**config.mk**
```make
export PLATFORM = sky130hd
export DESIGN_NAME = midi_msg_tx
export DESIGN_NICKNAME = d
export VERILOG_FILES = /design/src/rtl/midi_msg_tx.sv
export SDC_FILE = /design/constraint.sdc
export NUM_CORES = 1
export LEC_CHECK = 0
export CAP_MARGIN = 5
export CORE_ASPECT_RATIO = 2
export CORE_MARGIN = 2
export CORE_UTILIZATION = 40
export DETAILED_ROUTE_END_ITERATION = 16
export PLACE_DENSITY = 0.6
export SLEW_MARGIN = 30
export SYNTH_ARGS = -nofsm -noshare
export SYNTH_HDL_FRONTEND = slang
export SYNTH_SLANG_ARGS = --single-unit
export TNS_END_PERCENT = 100
```
**constraint.sdc**
```tcl
create_clock -name reg_clk -period 2.9 [get_ports reg_clk]
set_input_delay 0.58 -clock reg_clk [delete_from_list [all_inputs] [get_ports reg_clk]]
set_output_delay 0.58 -clock reg_clk [all_outputs]
set_load 0.01 [all_outputs]
```
**src/rtl/midi_msg_tx.sv**
```systemverilog
// midi_msg_tx: MIDI OUT message framer with byte FIFO and 8N1 serialiser (optional MIDI_TX_RUNNING_STATUS_EN)
module midi_msg_tx #(
  parameter int REG_CLK_FREQUENCY = 50_000_000,
  parameter int BAUD              = 31250,
  parameter int FIFO_DEPTH        = 8,
  parameter bit Invert_txd        = 1'b0
) (
  input  logic                          reg_clk,
  input  logic                          reset_reg_n,
  input  logic                          msg_valid,
  output logic                          msg_ready,
  input  logic [7:0]                    msg_status,
  input  logic [6:0]                    msg_data1,
  input  logic [6:0]                    msg_data2,
  output logic                          midi_txd,
  output logic                          tx_busy,
  output logic [$clog2(FIFO_DEPTH):0]   fifo_level
);
  localparam int BIT_CYC = REG_CLK_FREQUENCY / BAUD;
  localparam int CW = BIT_CYC > 1 ? $clog2(BIT_CYC) : 1;
  localparam int PW = $clog2(FIFO_DEPTH);
  localparam logic [CW-1:0] CNT_LOAD = CW'(BIT_CYC - 1);
  localparam logic [PW:0] READY_MAX = (PW+1)'(FIFO_DEPTH - 3);
  localparam logic IDLE_LVL = !Invert_txd;
  typedef enum logic [1:0] {S_IDLE, S_START, S_DATA, S_STOP} state_t;
  state_t state;
  logic [7:0] mem [FIFO_DEPTH];
  logic [PW-1:0] wr_ptr, rd_ptr;
  logic ld_busy;
  logic [1:0] ld_cnt;
  logic [23:0] ld_q;
  logic [CW-1:0] cnt;
  logic [2:0] bit_idx;
  logic [7:0] sh;
  logic [1:0] len;
  logic skip, accept, push, pop;
  assign len = !msg_status[7] ? 2'd1 :
               (msg_status[7:4] == 4'hC || msg_status[7:4] == 4'hD) ? 2'd2 :
               msg_status[7:4] != 4'hF ? 2'd3 :
               (msg_status == 8'hF1 || msg_status == 8'hF3) ? 2'd2 :
               msg_status == 8'hF2 ? 2'd3 : 2'd1;
  assign msg_ready = !ld_busy && fifo_level <= READY_MAX;
  assign accept = msg_valid && msg_ready;
  assign push = ld_busy;
  assign pop = (state == S_IDLE || (state == S_STOP && cnt == '0)) && fifo_level != '0;
  assign tx_busy = ld_busy || fifo_level != '0 || state != S_IDLE;
`ifdef MIDI_TX_RUNNING_STATUS_EN
  logic [7:0] last_status;
  logic is_voice;
  assign is_voice = msg_status[7] && msg_status[7:4] != 4'hF;
  assign skip = is_voice && msg_status == last_status;
  // Remember the last queued channel-voice status; system exclusive/common cancels it
  always_ff @(posedge reg_clk or negedge reset_reg_n)
    if (!reset_reg_n) last_status <= '0;
    else if (accept && is_voice) last_status <= msg_status;
    else if (accept && msg_status[7:3] == 5'b11110) last_status <= '0;
`else
  assign skip = 1'b0;
`endif
  // Loader: latch the whole message, then push one byte per cycle so a message is never split
  always_ff @(posedge reg_clk or negedge reset_reg_n)
    if (!reset_reg_n) begin
      ld_busy <= 1'b0;
      ld_cnt  <= '0;
      ld_q    <= '0;
    end else if (accept) begin
      ld_busy <= 1'b1;
      ld_cnt  <= len - {1'b0, skip};
      ld_q    <= skip ? {8'h00, 1'b0, msg_data2, 1'b0, msg_data1}
                      : {1'b0, msg_data2, 1'b0, msg_data1, msg_status};
    end else if (ld_busy) begin
      ld_busy <= ld_cnt != 2'd1;
      ld_cnt  <= ld_cnt - 2'd1;
      ld_q    <= {8'h00, ld_q[23:8]};
    end
  // FIFO storage has no reset; only the pointers and level define its contents
  always_ff @(posedge reg_clk)
    if (push) mem[wr_ptr] <= ld_q[7:0];
  // FIFO pointers wrap naturally; a simultaneous push and pop leaves the level unchanged
  always_ff @(posedge reg_clk or negedge reset_reg_n)
    if (!reset_reg_n) begin
      wr_ptr     <= '0;
      rd_ptr     <= '0;
      fifo_level <= '0;
    end else begin
      if (push) wr_ptr <= wr_ptr + PW'(1);
      if (pop) rd_ptr <= rd_ptr + PW'(1);
      fifo_level <= fifo_level + (PW+1)'(push) - (PW+1)'(pop);
    end
  // Shifter: start, 8 data bits LSB first, stop; back-to-back frames when the FIFO has more
  always_ff @(posedge reg_clk or negedge reset_reg_n)
    if (!reset_reg_n) begin
      state    <= S_IDLE;
      cnt      <= '0;
      bit_idx  <= '0;
      sh       <= '0;
      midi_txd <= IDLE_LVL;
    end else begin
      case (state)
        S_IDLE: if (pop) begin
          state    <= S_START;
          cnt      <= CNT_LOAD;
          sh       <= mem[rd_ptr];
          midi_txd <= Invert_txd;
        end
        S_START: if (cnt != '0) cnt <= cnt - CW'(1);
        else begin
          state    <= S_DATA;
          cnt      <= CNT_LOAD;
          bit_idx  <= '0;
          midi_txd <= sh[0] ^ Invert_txd;
          sh       <= sh >> 1;
        end
        S_DATA: if (cnt != '0) cnt <= cnt - CW'(1);
        else if (bit_idx == 3'd7) begin
          state    <= S_STOP;
          cnt      <= CNT_LOAD;
          midi_txd <= !Invert_txd;
        end else begin
          cnt      <= CNT_LOAD;
          bit_idx  <= bit_idx + 3'd1;
          midi_txd <= sh[0] ^ Invert_txd;
          sh       <= sh >> 1;
        end
        S_STOP: if (cnt != '0) cnt <= cnt - CW'(1);
        else if (pop) begin
          state    <= S_START;
          cnt      <= CNT_LOAD;
          sh       <= mem[rd_ptr];
          midi_txd <= Invert_txd;
        end else begin
          state    <= S_IDLE;
          midi_txd <= IDLE_LVL;
        end
        default: state <= S_IDLE;
      endcase
    end
endmodule

```
==> metrics.md, run 1 <==
| Metric | Value |
|---|---|
| Status | finished, final reports clean |
| Clk Latency, worst-skew pair | about 0.42 ns |
| Post-synth EDFFs | 64 |
| Distinct cell type count after synthesis | 57 |
| Actual slew at the worst max-slew pin | 0.8486 ns |
| Die H | roughly 170 um |
| PwrDens | ~840 nW/um2 |
| Initial DRC Count | 150 |
| Die area | between 15,000 and 20,000 um2 |
| Flops & latches, synth | roughly 120 |
| Post-layout minimum cycle time | about 2.6 ns |
| Worst setup EP type | output port |
| DR vias | between 3,000 and 4,000 |
| Post-synth top area share | 0.3401 |
| Post-route ant nets | 0 |
| Period utilization | 0.8932 |
| Number of max-cap violations | 0 |
| Unrepaired setup endpoints after global routing | false |
| Layout cells sized above 1 | 0.1789 |
| Max frequency | 386.1 MHz |
| Most frequent cells in the layout | edfxtp_1, dfrtp_1, nand2_1 |
| Area growth from synthesis to layout | 19.86% |
| Vias per cell | 5.224 |
| Static leakage | about 2.7 nW |
| Asr flop ratio synth | 0.4839 |
| Setup Buffers After CTS | 0 |
| Final setup vio count | 0 |
| Number of antenna diodes | 0 |
| Critical Path Source Type | flop |
| Data required time at the worst endpoint | between 2 and 2.5 ns |
| Metal3 WL | between 300 and 400 um |
| Total power | 5.677 mW |
| Fin nets | ~500 |
| First-pass GRT wire length | between 15,000 and 20,000 um |
| Top cells by area, synth | edfxtp_1, dfrtp_1, mux4_2 |
| Rows | a little over 60 |
| Routed wl met2 | between 6000 and 7000 um |
| Routed WL | approximately 12,000 um |
| CTS Hold Bufs | 0 |
| Fin. Hold Viols | 0 |
| Post-synth top flop | edfxtp_1 |
| Total global routing overflow | 0 |
| Syn nets | between 400 and 500 |
| CTS tree | done |
| Relative slew slack | 0.4322 |
| Hold WC Path Type | primary input to async pin |
| Max-slew violations | 0 |
| Placer Congestion | 0.8039 |
| Fin Setup TNS | 0 ns |
| All-Layer GR Usage | 0.1697 |
| Post-route DRC | 0 |
| Core area | between 10,000 and 15,000 um2 |
| Drt pass-1 iters | 4 |
| Worst Skew | about 0.012 ns |
| Clock buffer depth | 2 |
| Highest Signal Layer | met4 |
| Cells after Synth | about 420 |
| Synthesis Warnings | 0 |
| Initial antenna violation count | 0 |
| Initial Utilization | 0.4068 |
| CTS resizes | 0 |
| Mapped Avg Cell Area | roughly 14 um2 |
| Wl on met1 | ~4000 um |
| Vias in the first global route | roughly 3,600 |
| Clk slew on worst S/H paths | 0.06 ns |
| Largest net degree at the start of global routing | 61 |
| Area leader, netlist | edfxtp_1 |
| Placement Setup Slack | about 0.44 ns |
| Non-Filler Instances | around 660 |
| CTS root buffer | clkbuf_16 |
| Crit Path Class | flop to output port |
| Post-route setup slack | roughly 0.31 ns |
| Die Width | 88.04 um |
| Mapped Area | between 5000 and 6000 um2 |
| H-tree Lvls | 4 |
| Commonest non-fill, non-tap cell in the layout | edfxtp_1 |
| Dpl hpwl | a little over 8000 um |
| Cell Count Post-Placement | roughly 630 |
| Port bufs | 31 |
| Sequential area share after synthesis | 0.6061 |
| VDD IR max | approximately 0.00050 V |
| Sink Count | between 100 and 150 |
| Io pins | 32 |
| Arrival @ worst endpoint | around 2 ns |
| Worst hold slack | 0.3270 ns |
| Reg2Reg Setup Slack | roughly 0.44 ns |
| Total CTS buffers | 17 |
| Routed len/inst | roughly 17 um |
| CP Max Fanout | 4 |
[registers in the layout, summed over array words and instances, names as in the netlist]
register / cells
mem: 64
ld_q: 22
cnt: 11
sh: 8
fifo_level: 4
bit_idx: 3
rd_ptr: 3
wr_ptr: 3
ld_cnt: 2
state: 2
ld_busy: 1
midi_txd: 1
[synthesized netlist by cell type, types with 4 or more instances]
library cell  number
nor3_1             6
o22a_1             6
o21ai_0           25
inv_1             15
a31oi_1            4
clkbuf_1          12
mux4_2            16
a22o_1            19
dfrtp_1           59
a21o_1            17
mux2i_1            8
nand2_1           44
xor2_1             4
a21oi_1           10
ha_1              17
mux2_4             7
xnor2_1            4
buf_2              6
nor2_1            22
nand3_1            5
edfxtp_1          64
[stage by stage]
stage,instance area [um2],utilization
after floorplan,5650,-
after global placement,6218,0.4477
after detailed placement,6218,0.4477
after CTS,6770,0.4874
after global routing,6773,0.4876
final,6773,0.4876
[final cells by class]
cell class	count	area, um2
Fill cell	1263	7118
Sequential cell	124	3425
Multi-Input combinational cell	257	2079
Clock buffer	21	471.7
Timing Repair Buffer	46	417.9
Tap cell	189	236.5
Clock inverter	11	80.08
Inverter	16	62.56
[cell families after synthesis]
family          Yosys count  share of synthesized area
compound gates          105                     0.1360
xor+xnor                  8                    0.01240
mux                      34                     0.1025
flops                   124                     0.6061
buf+inv                  36                    0.02635
simple gates             92                    0.07551
fa+ha+maj                18                    0.04119
[path summary, 6_finish.rpt]
kind	cells past startpoint	endpoint	start
max reg2reg	11	fifo_level[2]	cnt[0]
min	2	cnt[5]	reset_reg_n
min in group reg_clk	1	ld_q[13]	ld_q[13]
max	5	tx_busy	fifo_level[2]
min reg2reg	1	ld_q[13]	ld_q[13]
max in group asynchronous	2	ld_q[2]	reset_reg_n
[routing by layer]
| metal | track usage | up-vias |
|---|---|---|
| li1 | - | 1658 |
| met1 | 0.1636 | 1709 |
| met2 | 0.3244 | 77 |
| met3 | 0.04582 | 25 |
| met4 | 0.07444 | 0 |
| met5 | 0 | - |
[worst max-delay path, cell delays in order, from the launching register on]
cell             delay [ns]
dfrtp_1                0.41
inv_1                  0.10
ha_1                   0.18
and2_1                 0.27
nand3_1                0.13
clkdlybuf4s50_1        0.51
[power by group]
| group | internal, mW | total, mW | switching [mW] |
|---|---|---|---|
| clock network | 1.17 | 1.96 | 0.783 |
| logic | 0.509 | 1.10 | 0.589 |
| registers | 2.35 | 2.62 | 0.277 |
Power figures use the tool's default switching activity.
==> inputs of run 2 (changes only) <==
DONT_BUFFER_PORTS = 1   (was unset)
PLACE_DENSITY = 0.57   (was 0.6)
SKIP_LAST_GASP = 1   (was unset)
==> metrics.md, run 2 (synthesis results as in run 1) <==
| Metric | Value |
|---|---|
| Status | finished, final reports clean |
| CTS resizes | 0 |
| Reg2reg end | fifo_level[3] |
| Vias in the first global route | about 3,700 |
| Fin nets | approximately 480 |
| CTS root buffer | clkbuf_16 |
| Post-route DRC | 0 |
| Area growth from synthesis to layout | 16.21% |
| Placer Congestion | just under 0.8 |
| Initial DRC Count | 131 |
| Largest Register | mem |
| Worst setup EP type | flop |
| Core area | about 14,000 um2 |
| Clock buffer depth | 2 |
| Clk Latency, worst-skew pair | between 0.4 and 0.5 ns |
| Number of antenna diodes | 0 |
| End point of the critical path | fifo_level[3] |
| Data required time at the worst endpoint | 3.23 ns |
| CTS tree | done |
| Max FFs per register | 64 |
| Relative slew slack | 0.5836 |
| CP Max Fanout | 7 |
| Hold WC Path Type | primary input to async pin |
| H-tree Lvls | 4 |
| Crit Path Class | flop to flop |
| Dpl hpwl | approximately 8300 um |
| Clk slew on worst S/H paths | 0.06 ns |
| Post-route ant nets | 0 |
| Worst hold slack | about 0.037 ns |
| First-pass GRT wire length | 19,210 um |
| Total CTS buffers | 17 |
| Fin Setup TNS | 0 ns |
| Port bufs | 0 |
| Sink Count | between 100 and 150 |
| Commonest non-fill, non-tap cell in the layout | edfxtp_1 |
| Final setup vio count | 0 |
| Routed WL | 11,780 um |
| R2R Path Start | cnt[0] |
| Cell Count Post-Placement | just over 600 |
| Actual slew at the worst max-slew pin | 0.6239 ns |
| Routed len/inst | 18.46 um |
| Fin. Hold Viols | 0 |
| VDD IR max | about 0.00049 V |
| Period utilization | 0.8604 |
| Initial Utilization | 0.4068 |
| Unrepaired setup endpoints after global routing | false |
| DR vias | 3,414 |
| Reg2Reg Setup Slack | 0.40 ns |
| Drt pass-1 iters | 4 |
| Total power | around 5.7 mW |
| Non-Filler Instances | 638 |
| All-Layer GR Usage | 0.1721 |
| Worst Setup SP | cnt[0] |
| Critical Path Source Type | flop |
| Post-layout minimum cycle time | between 2 and 2.5 ns |
| Arrival @ worst endpoint | ~2.8 ns |
| Max frequency | about 400 MHz |
| Die area | about 15,000 um2 |
| Layout cells sized above 1 | 0.2027 |
| Worst Skew | around 0.0091 ns |
| Most frequent cells in the layout | edfxtp_1, dfrtp_1, nand2_1 |
| Top flop regs | mem (64), ld_q (22), cnt (11) |
| Vias per cell | roughly 5.4 |
| Die H | around 170 um |
| Largest net degree at the start of global routing | 60 |
| Static leakage | between 2 and 3 nW |
| Number of max-cap violations | 0 |
| PwrDens | just under 900 nW/um2 |
| Total global routing overflow | 0 |
| Initial antenna violation count | 0 |
| Worst reg-to-reg path cell count | 12 |
| Io pins | 32 |
| Rows | slightly above 60 |
| Die Width | slightly below 90 um |
| Max-slew violations | 0 |
run 2: cell types whose count changed in the layout (fill, tap and decap cells not counted), sizes merged:
| cell | before | now |
|---|---|---|
| inv | 22 | 26 |
| clkinv | 3 | 2 |
| clkdlybuf4s50 | 30 | 0 |
| clkbuf | 21 | 19 |
| clkinvlp | 2 | 1 |
| dlygate4sd3 | 0 | 1 |
| buf | 16 | 19 |
run 2: worst min-delay path by stage:
stage / startpoint / endpoint / slack [ns] / cells past startpoint
global route: reset_reg_n / cnt[6] / 0.05 / 1
global placement: reset_reg_n / cnt[4] / 0.29 / 0
floorplan: reset_reg_n / bit_idx[0] / 0.28 / 0
finish: reset_reg_n / cnt[4] / 0.04 / 1
detailed placement: reset_reg_n / cnt[4] / 0.29 / 0
CTS: reset_reg_n / cnt[6] / 0.04 / 1
run 2: layer usage:
metal / up-vias / share of wire / track usage
met3: 15 / 0.027 / 0.03819
met1: 1728 / 0.35 / 0.1635
met4: 0 / 0.022 / 0.06917
li1: 1610 / - / -
met5: - / 0 / 0
met2: 61 / 0.60 / 0.3406
run 2: area by class of cell:
type | count | area [um2]
fillers | 1280 | 7325
clock inverters | 13 | 115.1
multi-input cells | 257 | 2079
inverters | 16 | 62.56
repair buffers | 20 | 172.7
clock buffers | 19 | 475.5
flip-flops and latches | 124 | 3425
well taps | 189 | 236.5
run 2: repair_timing:
action	CTS	global route
hold endpoints to repair	59	0
buffers inserted	0	0
hold buffers	2	0
run 2: report_power, final:
part           internal (mW)  total, mW  switching [mW]
registers               2.35       2.64           0.291
logic                  0.432      0.980           0.548
clock network           1.23       2.08           0.851
run 2: per-stage QoR:
step,worst slack (ns),cell area (um2),util
floorplan,0.4947,5650,-
global placement,0.5038,5936,0.4273
detailed placement,0.4091,5938,0.4275
CTS,0.4016,6566,0.4727
global route,0.2771,6566,0.4727
finish,0.4047,6566,0.4727
run 2: critical path, stage by stage, from the launching register on:
cell and delay, ns:
dfrtp_1 0.42, inv_1 0.07, ha_1 0.21, nor3b_1 0.28
a31o_2 0.26, nand2_4 0.08, inv_4 0.11, ha_1 0.15
inv_1 0.06, ha_1 0.26, a21o_1 0.17, a21oi_1 0.17
xor2_1 0.17
